## src/rtl/mem_arbiter_if.sv

```systemverilog
// rtl/mem_arbiter_if.sv - requester handshake and memory data-port bundle for mem_arbiter
interface mem_arbiter_if #(
  parameter int AW = 16,
  parameter int DW = 16
);
  logic          cpu_req;
  logic          cpu_we;
  logic [AW-1:0] cpu_addr;
  logic [DW-1:0] cpu_wdata;
  logic          cpu_ack;
  logic          dma_req;
  logic          dma_we;
  logic [AW-1:0] dma_addr;
  logic [DW-1:0] dma_wdata;
  logic          dma_ack;
  logic [DW-1:0] rdata;
  logic          mem_read;
  logic          mem_write;
  logic [AW-1:0] mem_addr;
  logic [DW-1:0] mem_wdata;
  logic [DW-1:0] mem_rdata;

  // arbiter side
  modport slave (
    input  cpu_req, cpu_we, cpu_addr, cpu_wdata,
    input  dma_req, dma_we, dma_addr, dma_wdata,
    input  mem_rdata,
    output cpu_ack, dma_ack, rdata,
    output mem_read, mem_write, mem_addr, mem_wdata
  );

  // requester / memory side
  modport master (
    output cpu_req, cpu_we, cpu_addr, cpu_wdata,
    output dma_req, dma_we, dma_addr, dma_wdata,
    output mem_rdata,
    input  cpu_ack, dma_ack, rdata,
    input  mem_read, mem_write, mem_addr, mem_wdata
  );
endinterface

```

## src/rtl/mem_arbiter.sv

```systemverilog
// rtl/mem_arbiter.sv - CPU/DMA arbiter for the unified memory data port; MEM_ARB_RR_EN selects round-robin
module mem_arbiter #(
  parameter int AW = 16,
  parameter int DW = 16
) (
  input  logic         clk,
  input  logic         rst,
  mem_arbiter_if.slave bus
);

  localparam logic [1:0] ST_IDLE   = 2'd0;
  localparam logic [1:0] ST_ACCESS = 2'd1;
  localparam logic [1:0] ST_ACK    = 2'd2;

  localparam logic GRANT_CPU = 1'b0;
  localparam logic GRANT_DMA = 1'b1;

  logic [1:0]    state;
  // Winner of the most recent arbitration; also the owner of the access in flight.
  logic          last_grant;
  logic          win;
  logic          win_we;
  logic [AW-1:0] win_addr;
  logic [DW-1:0] win_wdata;

  // Choose the winner among the current requesters and mux its request fields
  always_comb begin
    win = GRANT_CPU;
`ifdef MEM_ARB_RR_EN
    if (bus.cpu_req && bus.dma_req) begin
      win = ~last_grant;
    end else if (bus.dma_req) begin
      win = GRANT_DMA;
    end
`else
    if (!bus.cpu_req && bus.dma_req) begin
      win = GRANT_DMA;
    end
`endif
    win_we    = (win == GRANT_DMA) ? bus.dma_we    : bus.cpu_we;
    win_addr  = (win == GRANT_DMA) ? bus.dma_addr  : bus.cpu_addr;
    win_wdata = (win == GRANT_DMA) ? bus.dma_wdata : bus.cpu_wdata;
  end

  // Sequence each access IDLE -> ACCESS -> ACK, driving memory controls only in ACCESS
  always_ff @(posedge clk or posedge rst) begin
    if (rst) begin
      state         <= ST_IDLE;
      last_grant    <= GRANT_DMA;
      bus.cpu_ack   <= 1'b0;
      bus.dma_ack   <= 1'b0;
      bus.rdata     <= '0;
      bus.mem_read  <= 1'b0;
      bus.mem_write <= 1'b0;
      bus.mem_addr  <= '0;
      bus.mem_wdata <= '0;
    end else begin
      case (state)
        ST_IDLE: begin
          if (bus.cpu_req || bus.dma_req) begin
            last_grant    <= win;
            bus.mem_addr  <= win_addr;
            bus.mem_wdata <= win_wdata;
            bus.mem_read  <= ~win_we;
            bus.mem_write <= win_we;
            state         <= ST_ACCESS;
          end
        end
        ST_ACCESS: begin
          // Memory completes the write at this edge; reads are sampled here.
          if (bus.mem_read) begin
            bus.rdata <= bus.mem_rdata;
          end
          bus.mem_read  <= 1'b0;
          bus.mem_write <= 1'b0;
          bus.mem_addr  <= '0;
          bus.mem_wdata <= '0;
          bus.cpu_ack   <= (last_grant == GRANT_CPU);
          bus.dma_ack   <= (last_grant == GRANT_DMA);
          state         <= ST_ACK;
        end
        ST_ACK: begin
          bus.cpu_ack <= 1'b0;
          bus.dma_ack <= 1'b0;
          state       <= ST_IDLE;
        end
        default: begin
          state <= ST_IDLE;
        end
      endcase
    end
  end

endmodule

```

## src/flat_wrapper.sv

```systemverilog
// flat-port wrapper written by rule: the top's interface ports become plain ports
module mem_arbiter_flat 
#(
  parameter int AW = 16,
  parameter int DW = 16
)
  (clk, rst, bus_cpu_req, bus_cpu_we, bus_cpu_addr, bus_cpu_wdata, bus_dma_req, bus_dma_we, bus_dma_addr, bus_dma_wdata, bus_mem_rdata, bus_cpu_ack, bus_dma_ack, bus_rdata, bus_mem_read, bus_mem_write, bus_mem_addr, bus_mem_wdata);
  mem_arbiter_if #(.AW(AW), .DW(DW)) bus_i ();
  input  logic clk;
  input  logic rst;
  input wire logic [$bits(bus_i.cpu_req)-1:0] bus_cpu_req;
  input wire logic [$bits(bus_i.cpu_we)-1:0] bus_cpu_we;
  input wire logic [$bits(bus_i.cpu_addr)-1:0] bus_cpu_addr;
  input wire logic [$bits(bus_i.cpu_wdata)-1:0] bus_cpu_wdata;
  input wire logic [$bits(bus_i.dma_req)-1:0] bus_dma_req;
  input wire logic [$bits(bus_i.dma_we)-1:0] bus_dma_we;
  input wire logic [$bits(bus_i.dma_addr)-1:0] bus_dma_addr;
  input wire logic [$bits(bus_i.dma_wdata)-1:0] bus_dma_wdata;
  input wire logic [$bits(bus_i.mem_rdata)-1:0] bus_mem_rdata;
  output wire logic [$bits(bus_i.cpu_ack)-1:0] bus_cpu_ack;
  output wire logic [$bits(bus_i.dma_ack)-1:0] bus_dma_ack;
  output wire logic [$bits(bus_i.rdata)-1:0] bus_rdata;
  output wire logic [$bits(bus_i.mem_read)-1:0] bus_mem_read;
  output wire logic [$bits(bus_i.mem_write)-1:0] bus_mem_write;
  output wire logic [$bits(bus_i.mem_addr)-1:0] bus_mem_addr;
  output wire logic [$bits(bus_i.mem_wdata)-1:0] bus_mem_wdata;
  assign bus_i.cpu_req = bus_cpu_req;
  assign bus_i.cpu_we = bus_cpu_we;
  assign bus_i.cpu_addr = bus_cpu_addr;
  assign bus_i.cpu_wdata = bus_cpu_wdata;
  assign bus_i.dma_req = bus_dma_req;
  assign bus_i.dma_we = bus_dma_we;
  assign bus_i.dma_addr = bus_dma_addr;
  assign bus_i.dma_wdata = bus_dma_wdata;
  assign bus_i.mem_rdata = bus_mem_rdata;
  assign bus_cpu_ack = bus_i.cpu_ack;
  assign bus_dma_ack = bus_i.dma_ack;
  assign bus_rdata = bus_i.rdata;
  assign bus_mem_read = bus_i.mem_read;
  assign bus_mem_write = bus_i.mem_write;
  assign bus_mem_addr = bus_i.mem_addr;
  assign bus_mem_wdata = bus_i.mem_wdata;
  mem_arbiter #(.AW(AW), .DW(DW)) u_core (.clk(clk), .rst(rst), .bus(bus_i));
endmodule
```

## config.mk

```make
export PLATFORM = sky130hd
export DESIGN_NAME = mem_arbiter_flat
export DESIGN_NICKNAME = d
export VERILOG_FILES = /design/src/rtl/mem_arbiter_if.sv /design/src/rtl/mem_arbiter.sv /design/src/flat_wrapper.sv
export SDC_FILE = /design/constraint.sdc
export NUM_CORES = 1
export LEC_CHECK = 0
export ABC_AREA = 1
export BUFFER_PORTS_ARGS = -buffer_cell sky130_fd_sc_hd__buf_2
export CORE_UTILIZATION = 25
export CTS_CLUSTER_DIAMETER = 80
export DETAILED_ROUTE_END_ITERATION = 10
export GPL_ROUTABILITY_DRIVEN = 0
export PLACE_DENSITY = 0.51
export SLEW_MARGIN = 20
export SYNTH_ARGS = -nofsm -noshare
export SYNTH_HDL_FRONTEND = slang
export SYNTH_SLANG_ARGS = --single-unit
export TNS_END_PERCENT = 10
```

## constraint.sdc

```tcl
create_clock -name clk -period 2.61 [get_ports clk]
set_clock_uncertainty 0.05 [all_clocks]
set_input_delay 0.1305 -clock clk [delete_from_list [all_inputs] [get_ports clk]]
set_output_delay 0.1305 -clock clk [all_outputs]
set_load 0.005 [all_outputs]
```

# [Word level (Yosys, flattened, before mapping)]
# Cells that the tools add are included.
[classes] eq_ne=3 n_mux=16 bitwise_logic=2 n_reduce_logical=9
[ops] operator="two-way mux 16 bit" n=4
[ops] operator="case mux 16 bit (2 select lines)" n=2
[ops] operator="case mux 1 bit (2 select lines)" n=4
[ops] operator="AND reduction 2 bit" n=3
[ops] operator="two-way mux 1 bit" n=4
[ops] operator="case mux 2 bit (2 select lines)" n=1
[ops] operator="nonzero test 2 bit" n=2
[ops] operator="== test 2 x 1 -> 1 bit, second input constant" n=1
[ops] operator="== test 2 bit, second input constant" n=1
[ops] operator="logical NOT 2 bit" n=1
[ops] operator="two-way mux 2 bit" n=1
[ops] operator="inequality test 2 x 1 -> 1 bit, second input constant" n=1
[ops] operator="inverter 1 bit" n=2
[ops] operator="logical AND 1 bit" n=1
[ops] operator="logical NOT 1 bit" n=1
[ops] operator="logical OR 1 bit" n=1
[totals] regBits=55 inputBits=86 output_inout_bits=52

# [Logic depth before layout (Yosys ltp)]
# Gate-level depths: netlist of run 1.
[depth] word_depth=7 ltp_mapped=8 mapped_depth_nobuf=7

# [Worst setup path before layout of run 1]
# Ideal clock, no wire load.
[synth_path] path_type="flip-flop to flip-flop" startpoint="register u_core.state[1]" endpoint="register u_core.bus.rdata[0]" setup_ns=0.116 t_arrival_ns=1.180 required_time_ns=2.444 path_slack_ns=1.264 path_stages_with_launch=8 path_cell_list="dfrtp_1 -> inv_1 -> ha_1 -> buf_2 -> nand2_1 -> buf_2 -> nand2_1 -> nand2_1"
[synth_via] elab_chain_len=2
[synth_rtl] item="start, declared" line="mem_arbiter.sv:18" rtl="logic [1:0] state;"
[synth_rtl] item="start signal, assigned" line="mem_arbiter.sv:48" rtl="state <= ST_IDLE;"
[synth_rtl] item="start signal, assigned" line="mem_arbiter.sv:66" rtl="state <= ST_ACCESS;"
[synth_rtl] item="start signal, assigned" line="mem_arbiter.sv:80" rtl="state <= ST_ACK;"
[synth_rtl] item="== test 2 x 1 -> 1 bit" line="mem_arbiter.sv:58" rtl="case (state)"
[synth_rtl] item="AND reduction 2 bit (no line)"
[synth_rtl] item="end signal, assigned" line="mem_arbiter.sv:72" rtl="bus.rdata <= bus.mem_rdata;"
[synth_rtl] item="end, declared" line="mem_arbiter_if.sv:28" rtl="output cpu_ack, dma_ack, rdata,"
# No other way between the ends.
# A chain may end at the register's enable or synchronous reset.

# [Worst setup path after layout of run 1]
[layout_path] startpoint="register u_core.state[0]" endpoint="register u_core.bus.mem_wdata[5]"
[layout_via] elab_chain_len=3 elab_cells_between_ends=6 cone_classes="eq/ne (2); mux (1); reduce/logical (3)"
[layout_rtl] item="logical NOT 2 bit or == test 2 x 1 -> 1 bit (tied branches)" line="mem_arbiter.sv:58"
[layout_rtl] item="inequality test 2 x 1 -> 1 bit (no line) or nonzero test 2 bit (tied branches)"
[layout_rtl] item="AND reduction 2 bit (no line)"
[layout_rtl] item="end signal, assigned" line="mem_arbiter.sv:63" rtl="bus.mem_wdata <= win_wdata;"
[layout_rtl] item="end, declared" line="mem_arbiter_if.sv:29" rtl="output mem_read, mem_write, mem_addr, mem_wdata"
# Several ways; a longest one is shown, not always the timed one.

==> reports/results.ini, run 1 <==
[clock_tree]
cts_root_buf=clkbuf_8
holdBufCountCts=12
clk_pin_slew_ns=0.10
numCtsBuffers=5
ctsResizeCount=0
h-tree-depth=2
cts_tree=yes
clock-sinks=55
insertion_delay_ns=0.30
clk_path_buf_depth=2
post_cts_buffers=0

[floorplan]
die_x_um=106
coreArea_sq_mm=0.0105
initial_core_util_pct=26.1
die-area_sq_mm=0.0113
row_count=37
io_pins=138
die_height_um=106

[min_path]
hold_path.class=input port to flop
hold_depth=3
whs_endpoint=u_core.bus.rdata[3]$_DFFE_PP0P_
min-delay-start=bus_mem_rdata[3]

[layout]
diodes=0
syn2layout_area_growth_pct=36.2
fin_cells=633
fillCellCount=1140
drive_gt1_share_pct=32.0
nets=587
post-route-util_pct=35.5

[synthesis]
netlist_area_sq_mm=0.00273
yosysMostFrequentCell=nand2_1
syn_inst=356
synthTopCellsByCount=nand2_1 (204), dfrtp_1 (54), nand3_1 (50)
ys.flop_type=dfrtp_1
synth_edf_count=0
seq_area_frac_synth_pct=50.5
avgSynthCellArea_sq_um=7.66
yosysWarnings=0
ys_ff_latch=55
yosys.area.top_type=dfrtp_1
syn-num-nets=447
yosys-top-cells-area=dfrtp_1 (50%), nand2_1 (28%), nand3_1 (9.2%)
synth_top_area_share_pct=49.5
ys_types=19
async_flop_share_pct=100

[power]
p_leak_nw=2.23
power_density_mw_per_mm2=899
ir_drop_v=0.000356

[timing]
worstMarginPinSlew_ns=0.703
drv_slew=0
period_minus_slack_ns=1.76
rsz0062_at_grt=false
fmax_ghz=0.568
setup_ws_ns=0.849
final-setup-viol-count=0
slew_headroom_pct=53.1
finalSetupTns_ns=0
post-route-period-util_pct=67.5
hold_ws_ns=0.0127
hold_violations=0

[grt]
grt_pass1_vias=2586
grt_remaining_overflow=0
grt_pass1_wl_mm=12.8
antenna_found_initial=0
grt_max_degree=56
grtUsageTotal_pct=14.2

[placed_design]
port_buffers=137
dp.cells=612
dp_hpwl_mm=5.45
pre_cts_ws_ns=0.814

[setup_path]
r2r-start=u_core.state[0]$_DFFE_PP0P_
crit_top_cell=nand2_1
worstPathCellList=inv_1 > ha_1 > o21ai_2 > nor2_4 > buf_4 > nand2_1 > nand2_1
critPathSlowestCell=dfrtp_1
crit_path_start_kind=flop
reg2reg_to=u_core.bus.mem_wdata[5]$_DFFE_PP0P_
cp.arrival_ns=1.96
crit_type=flop to flop
endpoint_kind=flop
cp_max_fo=18
slowest_delay_ns=0.42
rrSetupSlack_ns=0.85
r2r_cells=7
crit_required_ns=2.81

[job]
cap_violations=0

[detailed_routing]
vias_per_cell=4.21
routed_wl_mm=7.75
drtIter0Drc=151
via_count=2665
wl_per_cell_um=12.2
drtAntennaViolNets=0
first_pass_iters=4
drcViolationCount=0

[run_status]
run_status=completed

-- power breakdown --
part | internal, W | switching [W]
combinational | 0.000551 | 0.000812
clock | 0.000311 | 0.000273
sequential | 0.00119 | 0.000207
-- sequential cells by signal, indices dropped and copies added (netlist names) --
name / count
u_core.bus.cpu_ack: 1
u_core.bus.dma_ack: 1
u_core.bus.mem_addr: 16
u_core.bus.mem_read: 1
u_core.bus.mem_wdata: 16
u_core.bus.mem_write: 1
u_core.bus.rdata: 16
u_core.last_grant: 1
u_core.state: 2
-- critical path: cells and delay by family, from the launching register on --
kind / cells / cell delay (ns)
simple gates: 3 / 0.45
buf+inv: 2 / 0.43
flops: 1 / 0.42
fa+ha+maj: 1 / 0.24
compound gates: 1 / 0.10
-- placed cells by master, fill, tap and decap left out, types with 4 or more instances in the layout --
| cell type | synthesis | layout |
|---|---|---|
| buf_2 | 11 | 137 |
| buf_4 | 6 | 4 |
| clkbuf_8 | 0 | 6 |
| dfrtp_1 | 54 | 54 |
| dlygate4sd3_1 | 0 | 13 |
| ha_1 | 5 | 5 |
| inv_1 | 7 | 6 |
| nand2_1 | 204 | 204 |
| nand3_1 | 50 | 50 |
| o21ai_0 | 4 | 4 |
-- metal layers --
metal,part of all wire (%),up-vias,GRT usage (%)
met5,0,-,0
met4,0.80,0,2.94
li1,-,1386,-
met2,45,99,24.0
met3,7.5,5,3.62
met1,47,1175,18.4
-- metrics by stage --
stage                     instance area [sq um]  power [W]
final                                      3720    0.00334
after global routing                       3720    0.00367
after CTS                                  3710    0.00342
after detailed placement                   3470    0.00280
after global placement                     3470    0.00276
after floorplan                            2730    0.00229
-- how the worst max path moves through the flow --
stage,startpoint,end,slack [ns],cells after the start
5_1_grt,u_core.state[0]$_DFFE_PP0P_,u_core.bus.mem_addr[12]$_DFFE_PP0P_,0.62,7
6_report,u_core.state[0]$_DFFE_PP0P_,u_core.bus.mem_wdata[5]$_DFFE_PP0P_,0.85,7
3_5_place_dp,u_core.state[0]$_DFFE_PP0P_,u_core.bus.mem_wdata[6]$_DFFE_PP0P_,0.81,7
4_1_cts,u_core.state[0]$_DFFE_PP0P_,u_core.bus.mem_wdata[8]$_DFFE_PP0P_,0.79,7
3_3_place_gp,u_core.state[0]$_DFFE_PP0P_,u_core.bus.mem_wdata[8]$_DFFE_PP0P_,0.91,7
2_1_floorplan,rst,u_core.bus.cpu_ack$_DFFE_PP0P_,1.09,1
-- layout make-up --
| class | count | area [sq um] | area share (%) |
|---|---|---|---|
| flip-flops and latches | 55 | 1380 | 37.1 |
| repair buffers | 154 | 846 | 22.8 |
| clock buffers | 6 | 82.6 | 2.22 |
| multi-input cells | 272 | 1170 | 31.6 |
| inverters | 8 | 30.0 | 0.808 |
| well taps | 136 | 170 | 4.58 |
| clock inverters | 2 | 35.0 | 0.943 |
-- kinds of logic after synthesis --
family,share of synthesized area [%]
flops,50.5
compound gates,1.28
simple gates,39.1
buf+inv,6.42
fa+ha+maj,2.29
mux,0.413
(Power assumes the default switching activity.)
==> run 2: changes to the inputs <==
--- a/config.mk
+++ b/config.mk
@@ -11,7 +11,7 @@
 export CTS_CLUSTER_DIAMETER = 80
 export DETAILED_ROUTE_END_ITERATION = 10
 export GPL_ROUTABILITY_DRIVEN = 0
-export PLACE_DENSITY = 0.51
+export PLACE_DENSITY = 0.53
 export SLEW_MARGIN = 20
 export SYNTH_ARGS = -nofsm -noshare
 export SYNTH_HDL_FRONTEND = slang
==> constraint.sdc (replaced) <==
create_clock -name clk -period 1.6 [get_ports clk]
set_clock_uncertainty 0.05 [all_clocks]
set_input_delay 0.08 -clock clk [delete_from_list [all_inputs] [get_ports clk]]
set_output_delay 0.08 -clock clk [all_outputs]
set_load 0.005 [all_outputs]
==> reports/results.ini, run 2 (synthesis results as in run 1) <==
[run_status]
run_status=completed

[timing]
finalSetupTns_ns=0
slew_headroom_pct=66.7
post-route-period-util_pct=93.5
fmax_ghz=0.668
setup_ws_ns=0.104
hold_violations=0
final-setup-viol-count=0
period_minus_slack_ns=1.50
rsz0062_at_grt=false
drv_slew=0
worstMarginPinSlew_ns=0.498

[grt]
grt_remaining_overflow=0
grt_pass1_vias=2636
grtUsageTotal_pct=13.9
grt_pass1_wl_mm=12.5
antenna_found_initial=0
grt_max_degree=35

[setup_path]
rrSetupSlack_ns=0.10
path_delay_family=simple AND/OR/NAND/NOR gates
reg2reg_to=u_core.bus.mem_wdata[6]$_DFFE_PP0P_
critPathSlowestCell=dfrtp_1
cp.arrival_ns=1.64
endpoint_kind=flop
crit_buf_inv=2
worstPathCellList=inv_1 > ha_1 > inv_1 > nand2_2 > nand2_4 > nand2_1 > nand2_1
crit_type=flop to flop
r2r_cells=7
r2r-start=u_core.state[1]$_DFFE_PP0P_
crit_path_start_kind=flop
slowest_delay_ns=0.39
crit_required_ns=1.75
cp_max_fo=17

[floorplan]
die-area_sq_mm=0.0113
initial_core_util_pct=26.1
io_pins=138
die_x_um=106
row_count=37
die_height_um=106
coreArea_sq_mm=0.0105

[clock_tree]
clock-sinks=55
cts_tree=yes
cts_root_buf=clkbuf_8
clk_pin_slew_ns=0.09
clk_path_buf_depth=2
insertion_delay_ns=0.30
numCtsBuffers=5
h-tree-depth=2

[layout]
layout_common_cells=nand2_1 (203), buf_2 (137), dfrtp_1 (54)
final_common_cell=nand2_1
diodes=0
fillCellCount=1122
nets=601
top_regs=u_core.bus.mem_addr: 16 flops, u_core.bus.mem_wdata: 16 flops, u_core.bus.rdata: 16 flops
post-route-util_pct=37.2
syn2layout_area_growth_pct=42.8
drive_gt1_share_pct=32.5

[min_path]
min-delay-start=bus_cpu_addr[9]
hold_depth=5
whs_endpoint=u_core.bus.mem_addr[9]$_DFFE_PP0P_
hold_path.class=input port to flop

[power]
power_density_mw_per_mm2=1480
p_leak_nw=2.31
ir_drop_v=0.000574
combPwrFrac_pct=43.3
power_switching_w=0.00218
clockPowerShare_pct=18.3
swShare_pct=37.8
p_seq_share_pct=38.4
p_int_w=0.00359

[detailed_routing]
via_count=2667
routed_wl_mm=7.89
drtAntennaViolNets=0
drtIter0Drc=142
drcViolationCount=0
first_pass_iters=4
vias_per_cell=4.12
wl_per_cell_um=12.2

[placed_design]
port_buffers=137
dp_hpwl_mm=5.68
pre_cts_ws_ns=0.0318

[job]
cap_violations=0

==> run 2: changes by cell type in the layout (fill, tap and decap cells not counted), sizes merged <==
cell	previous run	this run
clkinv	1	0
dlygate4sd3	13	20
bufinv	1	2
nand2	207	208
buf	141	147
==> run 2: routing by layer <==
metal | wire length (um) | up-vias | track usage (%)
met3 | 478 | 6 | 3.07
met4 | 65 | 0 | 3.03
met5 | 0 | - | 0
met2 | 3570 | 104 | 23.7
li1 | - | 1412 | -
met1 | 3770 | 1145 | 17.9
==> run 2: timing repair <==
item,4_1_cts,5_1_grt
hold endpoints to repair,36,0
buffers inserted,0,0
resized for setup,0,2
hold buffers,20,0
setup endpoints to repair,0,34
==> run 2: how the worst max path moves through the flow <==
stage | depth (start not counted) | from | end | slack [ns]
floorplan | 1 | rst | u_core.bus.cpu_ack$_DFFE_PP0P_ | 0.13
global placement | 7 | u_core.state[0]$_DFFE_PP0P_ | u_core.bus.mem_read$_DFFE_PP0P_ | 0.09
detailed placement | 7 | u_core.state[1]$_DFFE_PP0P_ | u_core.bus.mem_read$_DFFE_PP0P_ | 0.03
CTS | 7 | u_core.state[1]$_DFFE_PP0P_ | u_core.bus.mem_read$_DFFE_PP0P_ | 0.03
global route | 7 | u_core.state[0]$_DFFE_PP0P_ | u_core.bus.mem_wdata[6]$_DFFE_PP0P_ | 0.006
finish | 7 | u_core.state[1]$_DFFE_PP0P_ | u_core.bus.mem_wdata[6]$_DFFE_PP0P_ | 0.10
==> run 2: cell type report <==
| type | count | area, sq um | share of cell area (%) |
|---|---|---|---|
| timing repair buffer | 167 | 986 | 25.3 |
| tap | 136 | 170 | 4.37 |
| clock inverter | 2 | 60.1 | 1.54 |
| multi-input combinational | 273 | 1200 | 30.8 |
| sequential | 55 | 1380 | 35.4 |
| clock buffer | 6 | 72.6 | 1.86 |
| inverter | 8 | 30.0 | 0.771 |
==> run 2: worst reg2reg max path: stages (launching register included) <==
cell     delay (ns)
dfrtp_1        0.39
inv_1          0.14
ha_1           0.24
inv_1          0.08
nand2_2        0.17
nand2_4        0.18
nand2_1        0.10
nand2_1        0.05
==> run 2: through the flow <==
| stage | std cells | area, sq um | power [W] | hold WS, ns |
|---|---|---|---|---|
| 2_1_floorplan | 356 | 2730 | 0.00374 | 0.163 |
| 3_3_place_gp | 618 | 3540 | 0.00461 | 0.0835 |
| 3_5_place_dp | 618 | 3540 | 0.00466 | 0.0808 |
| 4_1_cts | 646 | 3870 | 0.00577 | 0.000621 |
| 5_1_grt | 647 | 3890 | 0.00626 | 0.0252 |
| 6_report | 647 | 3890 | 0.00577 | 0.00879 |
==> run 2: power by group through the flow <==
| stage | clock (W) | combinational (W) | sequential [W] |
|---|---|---|---|
| finish | 0.00105 | 0.00250 | 0.00221 |
| global route | 0.00114 | 0.00285 | 0.00228 |
| CTS | 0.00109 | 0.00247 | 0.00221 |
| detailed placement | 0 | 0.00243 | 0.00223 |
| global placement | 0 | 0.00237 | 0.00224 |
| floorplan | 0 | 0.00147 | 0.00227 |
